[src/rtl/proc_zbt_writer_if.sv]
// Shared ZBT bank 1 port: display read request in, registered address,
// write enable and delayed write data out.
interface proc_zbt_writer_if;
    logic        rd_req;
    logic [18:0] rd_addr;
    logic [18:0] mem_addr;
    logic        mem_we;
    logic [35:0] mem_write_data;

    modport master (
        input  rd_req,
        input  rd_addr,
        output mem_addr,
        output mem_we,
        output mem_write_data
    );

    modport slave (
        output rd_req,
        output rd_addr,
        input  mem_addr,
        input  mem_we,
        input  mem_write_data
    );
endinterface

[src/rtl/proc_zbt_writer.sv]
// Queues processed pixel pairs and writes them to ZBT bank 1 in cycles
// the display reader leaves idle; write data trails mem_we by two cycles.
module proc_zbt_writer #(
    parameter int DEPTH    = 4,
    parameter int H_ACTIVE = 1024,
    parameter int V_ACTIVE = 768
) (
    input  logic                     clk,
    input  logic                     reset,
    input  logic [10:0]              hcount,
    input  logic [9:0]               vcount,
    input  logic [35:0]              two_proc_pixs,
    input  logic [18:0]              proc_pix_addr,
    input  logic                     wr_enable,
    proc_zbt_writer_if.master        zbt,
    output logic [$clog2(DEPTH):0]   fifo_level,
    output logic                     overflow
);
    localparam int AW = $clog2(DEPTH);
    localparam logic [11:0] H_LIM = 12'(H_ACTIVE);
    localparam logic [10:0] V_LIM = 11'(V_ACTIVE);
    localparam logic [AW:0] FULL_LVL = (AW + 1)'(DEPTH);
    localparam logic [AW:0] LVL_ONE = (AW + 1)'(1);

    logic [18:0] addr_q [DEPTH];
    logic [35:0] data_q [DEPTH];
    logic [AW-1:0] wr_ptr;
    logic [AW-1:0] rd_ptr;

    logic [35:0] d1;
    logic [35:0] d2;
    logic        v1;
    logic        v2;

    logic push;
    logic pop;
    logic full;
    logic accept;

    assign push = wr_enable & hcount[0]
                & ({1'b0, hcount} < H_LIM)
                & ({1'b0, vcount} < V_LIM);
    assign full = (fifo_level == FULL_LVL);
    assign pop = ~zbt.rd_req & (fifo_level != '0);
    // A pop in the same cycle frees the slot a full-FIFO push needs.
    assign accept = push & (~full | pop);

    always_ff @(posedge clk) begin
        if (accept) begin
            addr_q[wr_ptr] <= proc_pix_addr;
            data_q[wr_ptr] <= two_proc_pixs;
        end
    end

    always_ff @(posedge clk or posedge reset) begin
        if (reset) begin
            wr_ptr     <= '0;
            rd_ptr     <= '0;
            fifo_level <= '0;
            overflow   <= 1'b0;
        end else begin
            if (accept)
                wr_ptr <= wr_ptr + 1'b1;
            if (pop)
                rd_ptr <= rd_ptr + 1'b1;
            unique case ({accept, pop})
                2'b10:   fifo_level <= fifo_level + LVL_ONE;
                2'b01:   fifo_level <= fifo_level - LVL_ONE;
                default: fifo_level <= fifo_level;
            endcase
            if (push & full & ~pop)
                overflow <= 1'b1;
        end
    end

    always_ff @(posedge clk or posedge reset) begin
        if (reset) begin
            zbt.mem_addr <= '0;
            zbt.mem_we   <= 1'b0;
        end else begin
            unique case (1'b1)
                zbt.rd_req: begin
                    zbt.mem_addr <= zbt.rd_addr;
                    zbt.mem_we   <= 1'b0;
                end
                pop: begin
                    zbt.mem_addr <= addr_q[rd_ptr];
                    zbt.mem_we   <= 1'b1;
                end
                default: zbt.mem_we <= 1'b0;
            endcase
        end
    end

    // Two-stage delay so data lands on the bus two cycles after mem_we.
    always_ff @(posedge clk or posedge reset) begin
        if (reset) begin
            d1                 <= '0;
            d2                 <= '0;
            v1                 <= 1'b0;
            v2                 <= 1'b0;
            zbt.mem_write_data <= '0;
        end else begin
            v1 <= pop;
            v2 <= v1;
            if (pop)
                d1 <= data_q[rd_ptr];
            d2 <= d1;
            if (v2)
                zbt.mem_write_data <= d2;
        end
    end
endmodule

[src/flat_wrapper.sv]
// flat-port wrapper written by rule: the top's interface ports become plain ports
module proc_zbt_writer_flat 
#(
    parameter int DEPTH    = 4,
    parameter int H_ACTIVE = 1024,
    parameter int V_ACTIVE = 768
)
  (clk, reset, hcount, vcount, two_proc_pixs, proc_pix_addr, wr_enable, fifo_level, overflow, zbt_rd_req, zbt_rd_addr, zbt_mem_addr, zbt_mem_we, zbt_mem_write_data);
  proc_zbt_writer_if zbt_i ();
  input  logic clk;
  input  logic reset;
  input  logic [10:0] hcount;
  input  logic [9:0] vcount;
  input  logic [35:0] two_proc_pixs;
  input  logic [18:0] proc_pix_addr;
  input  logic wr_enable;
  output logic [$clog2(DEPTH):0] fifo_level;
  output logic overflow;
  input wire logic [$bits(zbt_i.rd_req)-1:0] zbt_rd_req;
  input wire logic [$bits(zbt_i.rd_addr)-1:0] zbt_rd_addr;
  output wire logic [$bits(zbt_i.mem_addr)-1:0] zbt_mem_addr;
  output wire logic [$bits(zbt_i.mem_we)-1:0] zbt_mem_we;
  output wire logic [$bits(zbt_i.mem_write_data)-1:0] zbt_mem_write_data;
  assign zbt_i.rd_req = zbt_rd_req;
  assign zbt_i.rd_addr = zbt_rd_addr;
  assign zbt_mem_addr = zbt_i.mem_addr;
  assign zbt_mem_we = zbt_i.mem_we;
  assign zbt_mem_write_data = zbt_i.mem_write_data;
  proc_zbt_writer #(.DEPTH(DEPTH), .H_ACTIVE(H_ACTIVE), .V_ACTIVE(V_ACTIVE)) u_core (.clk(clk), .reset(reset), .hcount(hcount), .vcount(vcount), .two_proc_pixs(two_proc_pixs), .proc_pix_addr(proc_pix_addr), .wr_enable(wr_enable), .zbt(zbt_i), .fifo_level(fifo_level), .overflow(overflow));
endmodule
[config.mk]
export PLATFORM = sky130hd
export DESIGN_NAME = proc_zbt_writer_flat
export DESIGN_NICKNAME = d
export VERILOG_FILES = /design/src/rtl/proc_zbt_writer_if.sv /design/src/rtl/proc_zbt_writer.sv /design/src/flat_wrapper.sv
export SDC_FILE = /design/constraint.sdc
export NUM_CORES = 1
export LEC_CHECK = 0
export ABC_AREA = 1
export BUFFER_PORTS_ARGS = -buffer_cell sky130_fd_sc_hd__buf_2
export CAP_MARGIN = 30
export CORE_ASPECT_RATIO = 0.8
export CORE_MARGIN = 8
export CORE_UTILIZATION = 52
export CTS_CLUSTER_SIZE = 10
export DETAILED_ROUTE_END_ITERATION = 12
export PLACE_DENSITY_LB_ADDON = 0.08
export SYNTH_ARGS = -nofsm -noshare
export SYNTH_HDL_FRONTEND = slang
export SYNTH_SLANG_ARGS = --single-unit
[constraint.sdc]
create_clock -name clk -period 4.1 [get_ports clk]
set_input_delay 0.41 -clock clk [delete_from_list [all_inputs] [get_ports clk]]
set_output_delay 0.41 -clock clk [all_outputs]
set_load 0.05 [all_outputs]
==> results of run 1 <==
## metal layers
metal,track usage [%],vias up
met5,0,-
met3,4.46,51
met1,22.2,3826
met4,4.83,10
li1,-,3733
met2,30.3,152
## synthesized netlist by cell type, drive strengths merged
master,n,area share (%)
a31oi,36,1.7
buf,41,1.9
o21ai,92,3.5
mux2,36,3.1
inv,36,1.0
edfxtp,220,50
ha,4,0.38
o31ai,1,0.057
nand2,87,2.5
dfrtp,137,26
fa,1,0.15
nor2,192,5.6
nand3,61,2.3
nand4,2,0.095
a21oi,22,0.92
xor2,3,0.20
clkbuf,11,0.31
## layout make-up
class | instances | area [sq um]
Tap cell | 324 | 405
Fill cell | 1959 | 9680
Clock buffer | 75 | 1200
Antenna cell | 1 | 2.50
Sequential cell | 357 | 10000
Inverter | 36 | 140
Clock inverter | 1 | 8.76
Multi-Input combinational cell | 537 | 2730
Timing Repair Buffer | 156 | 851
## state kept, by name (all words and copies together), names as in the netlist
register and cells:
u_core.data_q 144, u_core.addr_q 76, u_core.d1 36, u_core.d2 36
u_core.zbt.mem_write_data 36, u_core.zbt.mem_addr 19, u_core.fifo_level 3, u_core.rd_ptr 2
u_core.wr_ptr 2, u_core.overflow 1, u_core.v1 1, u_core.v2 1
## where the power goes
part           internal, mW  total (mW)  switching (mW)
sequential             4.58        5.07           0.488
combinational         0.941        3.23            2.29
clock                  1.95        3.26            1.30
## layout by cell type, fill, tap and decap left out, types with 36 or more instances in the layout
master,instances
edfxtp_1,220
nor2_1,186
buf_2,141
dfrtp_1,134
nand2_1,87
o21ai_0,83
nand3_1,61
clkbuf_16,43
mux2_2,36
a31oi_1,36
## path summary, 6_finish.rpt
kind | slack, ns | start | end | depth (start not counted)
max | 1.54 | u_core.fifo_level[0] | u_core.addr_q[2][11] | 5
min | 0.09 | reset | u_core.d2[13] | 2
max reg2reg | 1.54 | u_core.fifo_level[0] | u_core.addr_q[2][11] | 5
min reg2reg | 0.37 | u_core.v1 | u_core.v2 | 0
max in group asynchronous | 3.13 | reset | u_core.v2 | 3
min in group clk | 0.11 | two_proc_pixs[11] | u_core.data_q[2][11] | 1
## kinds of logic (layout without fill, tap and decap cells)
group	after synthesis	count (layout)	synth area share [%]
AND/OR/NAND/NOR	342	342	10.5
AO/OA/AOI/OAI	151	151	6.22
flip-flops	357	357	76.3
buffers and inverters	88	268	3.21
adder cells (fa/ha/maj)	5	5	0.533
other	0	1	0
multiplexers	36	36	3.08
XOR/XNOR	3	3	0.200
## stage by stage
stage	cell area (sq um)	std cells	util (%)	hold slack [ns]
5_1_grt	15400	1487	61.4	0.0901
3_3_place_gp	14100	1408	56.4	0.356
4_1_cts	15300	1485	61.3	0.0891
2_1_floorplan	13200	982	-	0.354
6_report	15400	1487	61.4	0.0861
3_5_place_dp	14100	1409	56.5	0.356
==> flow_summary.json, run 1 <==
{
  "avgRoutedWirePerCell_um": 18.0,
  "vias_per_cell": 5.23,
  "met1Wirelength_mm": 11.9,
  "routed_wl_mm": 26.7,
  "grt-ovfl-total": 0,
  "hpwlAfterDp_mm": 15.3,
  "ir_drop_mv": 0.413,
  "insertion_delay_ns": 0.51,
  "finalPower_mw": 11.6,
  "clockBufferDepth": 3,
  "critPathBufInv": 1,
  "min_period_ns": 2.56,
  "finalNetCount": 1233,
  "powerDensity_nw_per_um2": 752,
  "grt_pass1_vias": 8037,
  "final.setup.worst_slack_ns": 1.54,
  "place_congestion": 0.712,
  "hp-class": "input port to asynchronous set/reset pin",
  "cp_max_fo": 32,
  "slew_violations": 0,
  "rows": 52,
  "finalSetupViolCount": 0,
  "critPathTopFamily": "simple AND/OR/NAND/NOR gates",
  "finalCritPeriodShare_pct": 62.5,
  "cp_slowest_cell": "nor2_4",
  "synth_warnings": 0,
  "startpoint_type": "register",
  "finalClockSkew_ns": 0.0107,
  "synth_fp_nets": 1086,
  "track_usage_pct": 17.6,
  "h-tree-depth": 2,
  "grt_antenna_before_repair": 6,
  "crit_required_ns": 4.25,
  "worstMarginPinSlew_ns": 0.861,
  "ys_seq_area_share_pct": 76.3,
  "cts_tree": "done",
  "start_util_pct": 52.5,
  "cts_resized": 0,
  "cts_sinks": 357,
  "rsz0062_at_grt": "no",
  "dieArea_sq_um": 30700,
  "num_vias": 7772,
  "criticalPathCategory": "register to register",
  "end_kind": "register",
  "final_layout_size_suffix_gt1_share_pct": 21.6,
  "die_height_um": 158,
  "drt-initial-drc-count": 429,
  "outcome": "complete, no violations",
  "dr.max_layer_used": "met5",
  "fmax_ghz": 0.390,
  "grt_start_max_net_pins": 90,
  "slew_headroom_pct": 42.6,
  "dr.pass1.iters": 5,
  "clkTransAtPathRegs_ns": 0.05,
  "cts_hold_buffers": 0,
  "post-cts-setup-buffers": 0,
  "path_cells": "nor2_2 -> nand2_1 -> o21ai_2 -> nor2_4 -> buf_4",
  "synthToLayoutAreaGrowth_pct": 16.9,
  "synth_cells": 982,
  "route.met2.wl_mm": 12.9,
  "drc_errors": 0,
  "syn_area_sq_um": 13200,
  "route.met3.wl_mm": 1.42,
  "grt_pass1_wl_mm": 42.9,
  "power_leakage_nw": 5.93,
  "syn_area_per_cell_sq_um": 13.4,
  "boundaryPins": 159,
  "slowest_delay_ns": 0.70,
  "pre_cts_ws_ns": 1.26,
  "cts-root-buf": "clkbuf_16",
  "yosysUniqueCellTypes": 26,
  "tns_ns": 0,
  "synth-seq-cells": 357,
  "arrival_ns": 2.71,
  "hold_viol_final": 0,
  "port_buffers": 141,
  "max_cap_viol_count": 0,
  "cts_inserted_buffers": 41,
  "dieWidth_um": 194,
  "core_area_sq_um": 25000,
  "postRouteAntennaNets": 0
}
Power figures use the tool's default switching activity.
==> inputs of run 2 (changes only) <==
clock period = 2.3 ns   (was 4.1 ns; I/O delays follow)
==> run 2 against run 1 <==
  * Via count grew 3.3%
  * Sequential cell count unchanged
  * Routed wire length is 4.9% higher
  * Final area is 5.5% higher
  * Sequential share of layout area down 3.4 points
  * Critical path type unchanged
  * Non-clock buffer count grew 83
  * Cell count grew 5.2%
  * Count of clock-buffer cells in the layout is 4 lower
  * Clock skew up 0.00099 ns
  * Register-to-register slack got worse by 1.1 ns
  * Combinational power increased by 96%
  * Power is 79% higher
==> flow_summary.json, run 2 (same netlist as run 1, synthesis figures left out) <==
{
  "outcome": "complete, no violations",
  "dieArea_sq_um": 30700,
  "stdcell_area_sq_um": 16200,
  "final_core_util_pct": 64.8,
  "crit_path_frequent_cell": "buf_4",
  "port_buffers": 141,
  "h-tree-depth": 2,
  "place_area_sq_um": 14300,
  "cts_tree": "done",
  "boundaryPins": 159,
  "max_cap_viol_count": 0,
  "track_usage_pct": 18.7,
  "criticalPathCategory": "register to register",
  "placedCellCount": 1418,
  "clkTransAtPathRegs_ns": 0.06,
  "end_kind": "register",
  "final_cell_mix": "edfxtp_1, nor2_1, buf_2",
  "finalCritPeriodShare_pct": 81.1,
  "die_height_um": 158,
  "grt-ovfl-total": 0,
  "postRouteAntennaNets": 0,
  "slowest_delay_ns": 0.49,
  "grt_start_max_net_pins": 76,
  "cts_resized": 0,
  "core_area_sq_um": 25000,
  "cp_max_fo": 37,
  "grt_pass1_vias": 8256,
  "cts_sinks": 357,
  "path_cells": "nor2_2 -> a21oi_4 -> o21ai_2 -> buf_4 -> nor2_4 -> buf_4",
  "powerDensity_nw_per_um2": 1280,
  "min_period_ns": 1.86,
  "finalNetCount": 1316,
  "cts-root-buf": "clkbuf_16",
  "hp-class": "input port to register",
  "drt-initial-drc-count": 453,
  "grt_antenna_before_repair": 1,
  "final_common_cell": "edfxtp_1",
  "vias_per_cell": 5.13,
  "final_layout_size_suffix_gt1_share_pct": 20.9,
  "dr.pass1.iters": 7,
  "top_regs": "u_core.data_q (144), u_core.addr_q (76)",
  "regMostFlops": "u_core.data_q",
  "start_util_pct": 52.5,
  "worstMarginPinSlew_ns": 0.785,
  "power_leakage_nw": 6.28,
  "drc_errors": 0,
  "rsz0062_at_grt": "no",
  "hpwlAfterDp_mm": 15.9,
  "synthToLayoutAreaGrowth_pct": 23.4,
  "slew_violations": 0,
  "num-fill-cells": 1900,
  "place_congestion": 0.727,
  "fmax_ghz": 0.536,
  "avgRoutedWirePerCell_um": 17.9,
  "finalPower_mw": 20.7,
  "insertion_delay_ns": 0.51,
  "routed_wl_mm": 28.0,
  "finalSetupViolCount": 0,
  "crit_required_ns": 2.44,
  "clockBufferDepth": 3,
  "dieWidth_um": 194,
  "hold_viol_final": 0,
  "cts_inserted_buffers": 41,
  "grt_pass1_wl_mm": 45.2,
  "fin_cells": 1565,
  "arrival_ns": 2.01,
  "startpoint_type": "register",
  "tns_ns": 0,
  "num_vias": 8031,
  "slew_headroom_pct": 47.6,
  "ir_drop_mv": 0.683,
  "finalClockSkew_ns": 0.0117,
  "rows": 52,
  "largest_register_ff_count": 144,
  "cp_slowest_cell": "buf_4"
}
## run 2: cell count changes in the layout (fill, tap and decap cells not counted), moves of 3 or more
cell	before	now
buf_12	1	11
dfrtp_1	134	131
dlygate4sd3_1	0	75
dfrtp_2	1	4
## run 2: worst paths after layout
path | startpoint | to | slack [ns] | depth (start not counted)
setup / recovery | u_core.fifo_level[0] | u_core.addr_q[1][12] | 0.44 | 6
hold / removal | wr_enable | u_core.overflow | 0.07 | 3
max in group asynchronous | reset | u_core.d1[27] | 1.37 | 4
setup reg to reg | u_core.fifo_level[0] | u_core.addr_q[1][12] | 0.44 | 6
hold reg to reg | u_core.v1 | u_core.v2 | 0.36 | 0
min in group asynchronous | reset | u_core.zbt.mem_write_data[14] | 0.33 | 3
## run 2: final cells by class
cell class / instances / area, sq um / share of cell area, %
tap: 324 / 405 / 2.50
timing repair buffer: 239 / 1770 / 10.9
clock buffer: 71 / 1140 / 7.02
multi-input combinational: 537 / 2730 / 16.8
sequential: 357 / 10000 / 61.9
antenna: 1 / 2.50 / 0.0154
inverter: 36 / 139 / 0.856
## run 2: repair_timing
action / CTS / global route
hold buffers: 75 / 0
endpoints found under the setup margin: 0 / 0
setup buffers: 0 / 0
hold endpoints to repair: 258 / 0
## run 2: worst max-delay path: cells and delay by family (launching register included)
kind	cells	cell delay, ns
flops	1	0.40
simple gates	2	0.16
compound gates	2	0.23
buf+inv	2	0.68
## run 2: per-stage QoR
| step | hold WS [ns] | worst slack, ns |
|---|---|---|
| 2_1_floorplan | 0.329 | -0.563 |
| 3_3_place_gp | 0.312 | 0.387 |
| 3_5_place_dp | 0.307 | 0.383 |
| 4_1_cts | 0.0506 | 0.388 |
| 5_1_grt | 0.0950 | 0.282 |
| 6_report | 0.0721 | 0.435 |
## run 2: where the power goes
| part | total (mW) | leakage (nW) | internal, mW | switching, mW |
|---|---|---|---|---|
| Sequential | 8.79 | 3.52 | 8.17 | 0.624 |
| Clock | 5.60 | 0.541 | 3.32 | 2.28 |
| Combinational | 6.32 | 2.22 | 1.89 | 4.43 |
## run 2: per-layer routing
metal	part of all wire (%)	up-vias	GRT usage [%]
met2	48	180	31.7
met4	1.6	0	5.08
met1	46	3920	24.8
met5	0	-	0
li1	-	3891	-
met3	4.4	40	3.46
==> inputs of run 3 (changes only) <==
CORE_UTILIZATION = 55   (was 52)
clock period = 1.8 ns   (was 2.3 ns; I/O delays follow)
==> run 3 against run 2 <==
  * Worst setup slack worse by 0.32 ns
  * Worst hold slack worse by 0.0080 ns
  * Register-to-register slack worse by 0.32 ns
  * Global-route usage is 0.26 points higher
  * Count of clock-buffer cells in the layout is 2 higher
  * Utilization is 5.2 points higher
  * Final area is 1.2% higher
  * Power is 29% higher
  * Clock skew is 0.0060 ns higher
  * Combinational power is 28% higher
  * Routed wire length is 2.4% lower
  * Largest power group unchanged
  * Highest routed layer unchanged
==> flow_summary.json, run 3 (same netlist as run 1, synthesis figures left out) <==
{
  "insertion_delay_ns": 0.52,
  "drt-initial-drc-count": 502,
  "final_cell_mix": "edfxtp_1, nor2_1, buf_2",
  "cts_hold_buffers": 75,
  "rows": 50,
  "cp_max_fo": 11,
  "path_cells": "nor2_2 -> nand2_1 -> o21ai_4 -> buf_12 -> nor2_4 -> buf_4",
  "hold_viol_final": 0,
  "fmax_ghz": 0.594,
  "post-cts-setup-buffers": 0,
  "r2r_start": "u_core.fifo_level[1]",
  "outcome": "complete, no violations",
  "startpoint_type": "register",
  "max_cap_viol_count": 0,
  "end_kind": "register",
  "cts_sinks": 357,
  "final_common_cell": "edfxtp_1",
  "final_layout_size_suffix_gt1_share_pct": 21.6,
  "grt_start_max_net_pins": 95,
  "regMostFlops": "u_core.data_q",
  "slew_violations": 0,
  "drc_errors": 0,
  "cts_inserted_buffers": 41,
  "clkTransAtPathRegs_ns": 0.06,
  "min_period_ns": 1.68,
  "synthToLayoutAreaGrowth_pct": 24.9,
  "dr.pass1.iters": 5,
  "postRouteAntennaNets": 0,
  "worstMarginPinSlew_ns": 0.616,
  "vias_per_cell": 5.16,
  "hpwlAfterDp_mm": 15.7,
  "reg2reg_slack_ns": 0.12,
  "multi_input_area_sq_um": 2730,
  "grt_pass1_vias": 8303,
  "min_to": "u_core.overflow",
  "critPathBufInv": 2,
  "die_height_um": 154,
  "tns_ns": 0,
  "top_regs": "u_core.data_q (144), u_core.addr_q (76)",
  "num_vias": 8066,
  "powerDensity_nw_per_um2": 1630,
  "hp-class": "input port to register",
  "seq_area_sq_um": 10000,
  "cp_slowest_cell": "dfrtp_2",
  "grt-ovfl-total": 0,
  "slowest_delay_ns": 0.42,
  "track_usage_pct": 19.0,
  "critPathTopFamily": "simple AND/OR/NAND/NOR gates",
  "finalPower_mw": 26.8,
  "crit_required_ns": 2.05,
  "min_from": "wr_enable",
  "core_area_sq_um": 23500,
  "finalNetCount": 1324,
  "start_util_pct": 56.1,
  "hold_path_depth": 3,
  "dieWidth_um": 189,
  "cts-root-buf": "clkbuf_16",
  "cts_tree": "done",
  "finalCritPeriodShare_pct": 93.5,
  "finalSetupViolCount": 0,
  "slew_headroom_pct": 58.9,
  "criticalPathCategory": "register to register",
  "ff2ff_path_depth": 6,
  "arrival_ns": 1.93,
  "finalClockSkew_ns": 0.0177,
  "dieArea_sq_um": 29100,
  "cts_resized": 0,
  "largest_register_ff_count": 144,
  "h-tree-depth": 2,
  "grt_antenna_before_repair": 1,
  "power_leakage_nw": 6.37,
  "regToRegEndpoint": "u_core.data_q[0][2]",
  "clockBufferDepth": 3,
  "num-fill-cells": 1628,
  "routed_wl_mm": 27.3,
  "ir_drop_mv": 1.23,
  "port_buffers": 141,
  "avgRoutedWirePerCell_um": 17.5,
  "place_congestion": 0.707,
  "grt_pass1_wl_mm": 44.3,
  "rsz0062_at_grt": "no",
  "boundaryPins": 159
}
[run 3: final cells by class]
| cell class | instances | area share, % |
|---|---|---|
| flip-flops and latches | 357 | 61.2 |
| multi-input cells | 537 | 16.6 |
| clock buffers | 73 | 7.17 |
| diodes | 1 | 0.0152 |
| repair buffers | 247 | 11.7 |
| well taps | 312 | 2.38 |
| clock inverters | 1 | 0.0991 |
| inverters | 36 | 0.853 |
[run 3: worst max-delay path by stage]
stage,start,endpoint,slack [ns],cells after the start
2_1_floorplan,u_core.fifo_level[2],u_core.addr_q[0][0],-0.47,4
3_3_place_gp,u_core.fifo_level[1],u_core.addr_q[0][7],0.13,6
3_5_place_dp,u_core.fifo_level[1],u_core.addr_q[0][6],0.11,6
4_1_cts,u_core.fifo_level[1],u_core.addr_q[0][0],0.10,6
5_1_grt,u_core.fifo_level[0],u_core.fifo_level[2],0.01,9
6_report,u_core.fifo_level[1],u_core.data_q[0][2],0.12,6
[run 3: stage by stage]
step                      util, %  setup slack, ns  cells  area, sq um  hold WS [ns]
after CTS                    70.0            0.105   1563        16400        0.0424
final                        70.0            0.117   1564        16400        0.0642
after global placement       61.7            0.131   1414        14500         0.358
after floorplan                 -           -0.466    982        13200         0.279
after global routing         70.0           0.0142   1564        16400        0.0612
after detailed placement     61.7            0.111   1414        14500         0.361
[run 3: tightest hold or removal path, delay by kind of cell]
kind / cells / cell delay [ns]
buffers and inverters: 1 / 0.10
AOI/OAI and AO/OA: 1 / 0.09
and+or+nand+nor: 1 / 0.15
[run 3: power breakdown]
group | internal, mW | switching (mW)
combinational | 2.53 | 5.54
sequential | 10.4 | 0.885
clock | 4.40 | 2.99
[run 3: metal layers]
layer  vias up  part of all wire [%]  track usage (%)
met5         -                     0                0
met4         0                   1.3             3.98
met3        35                   5.7             4.54
met2       176                    48             31.3
met1      3934                    45             25.5
li1       3921                     -                -
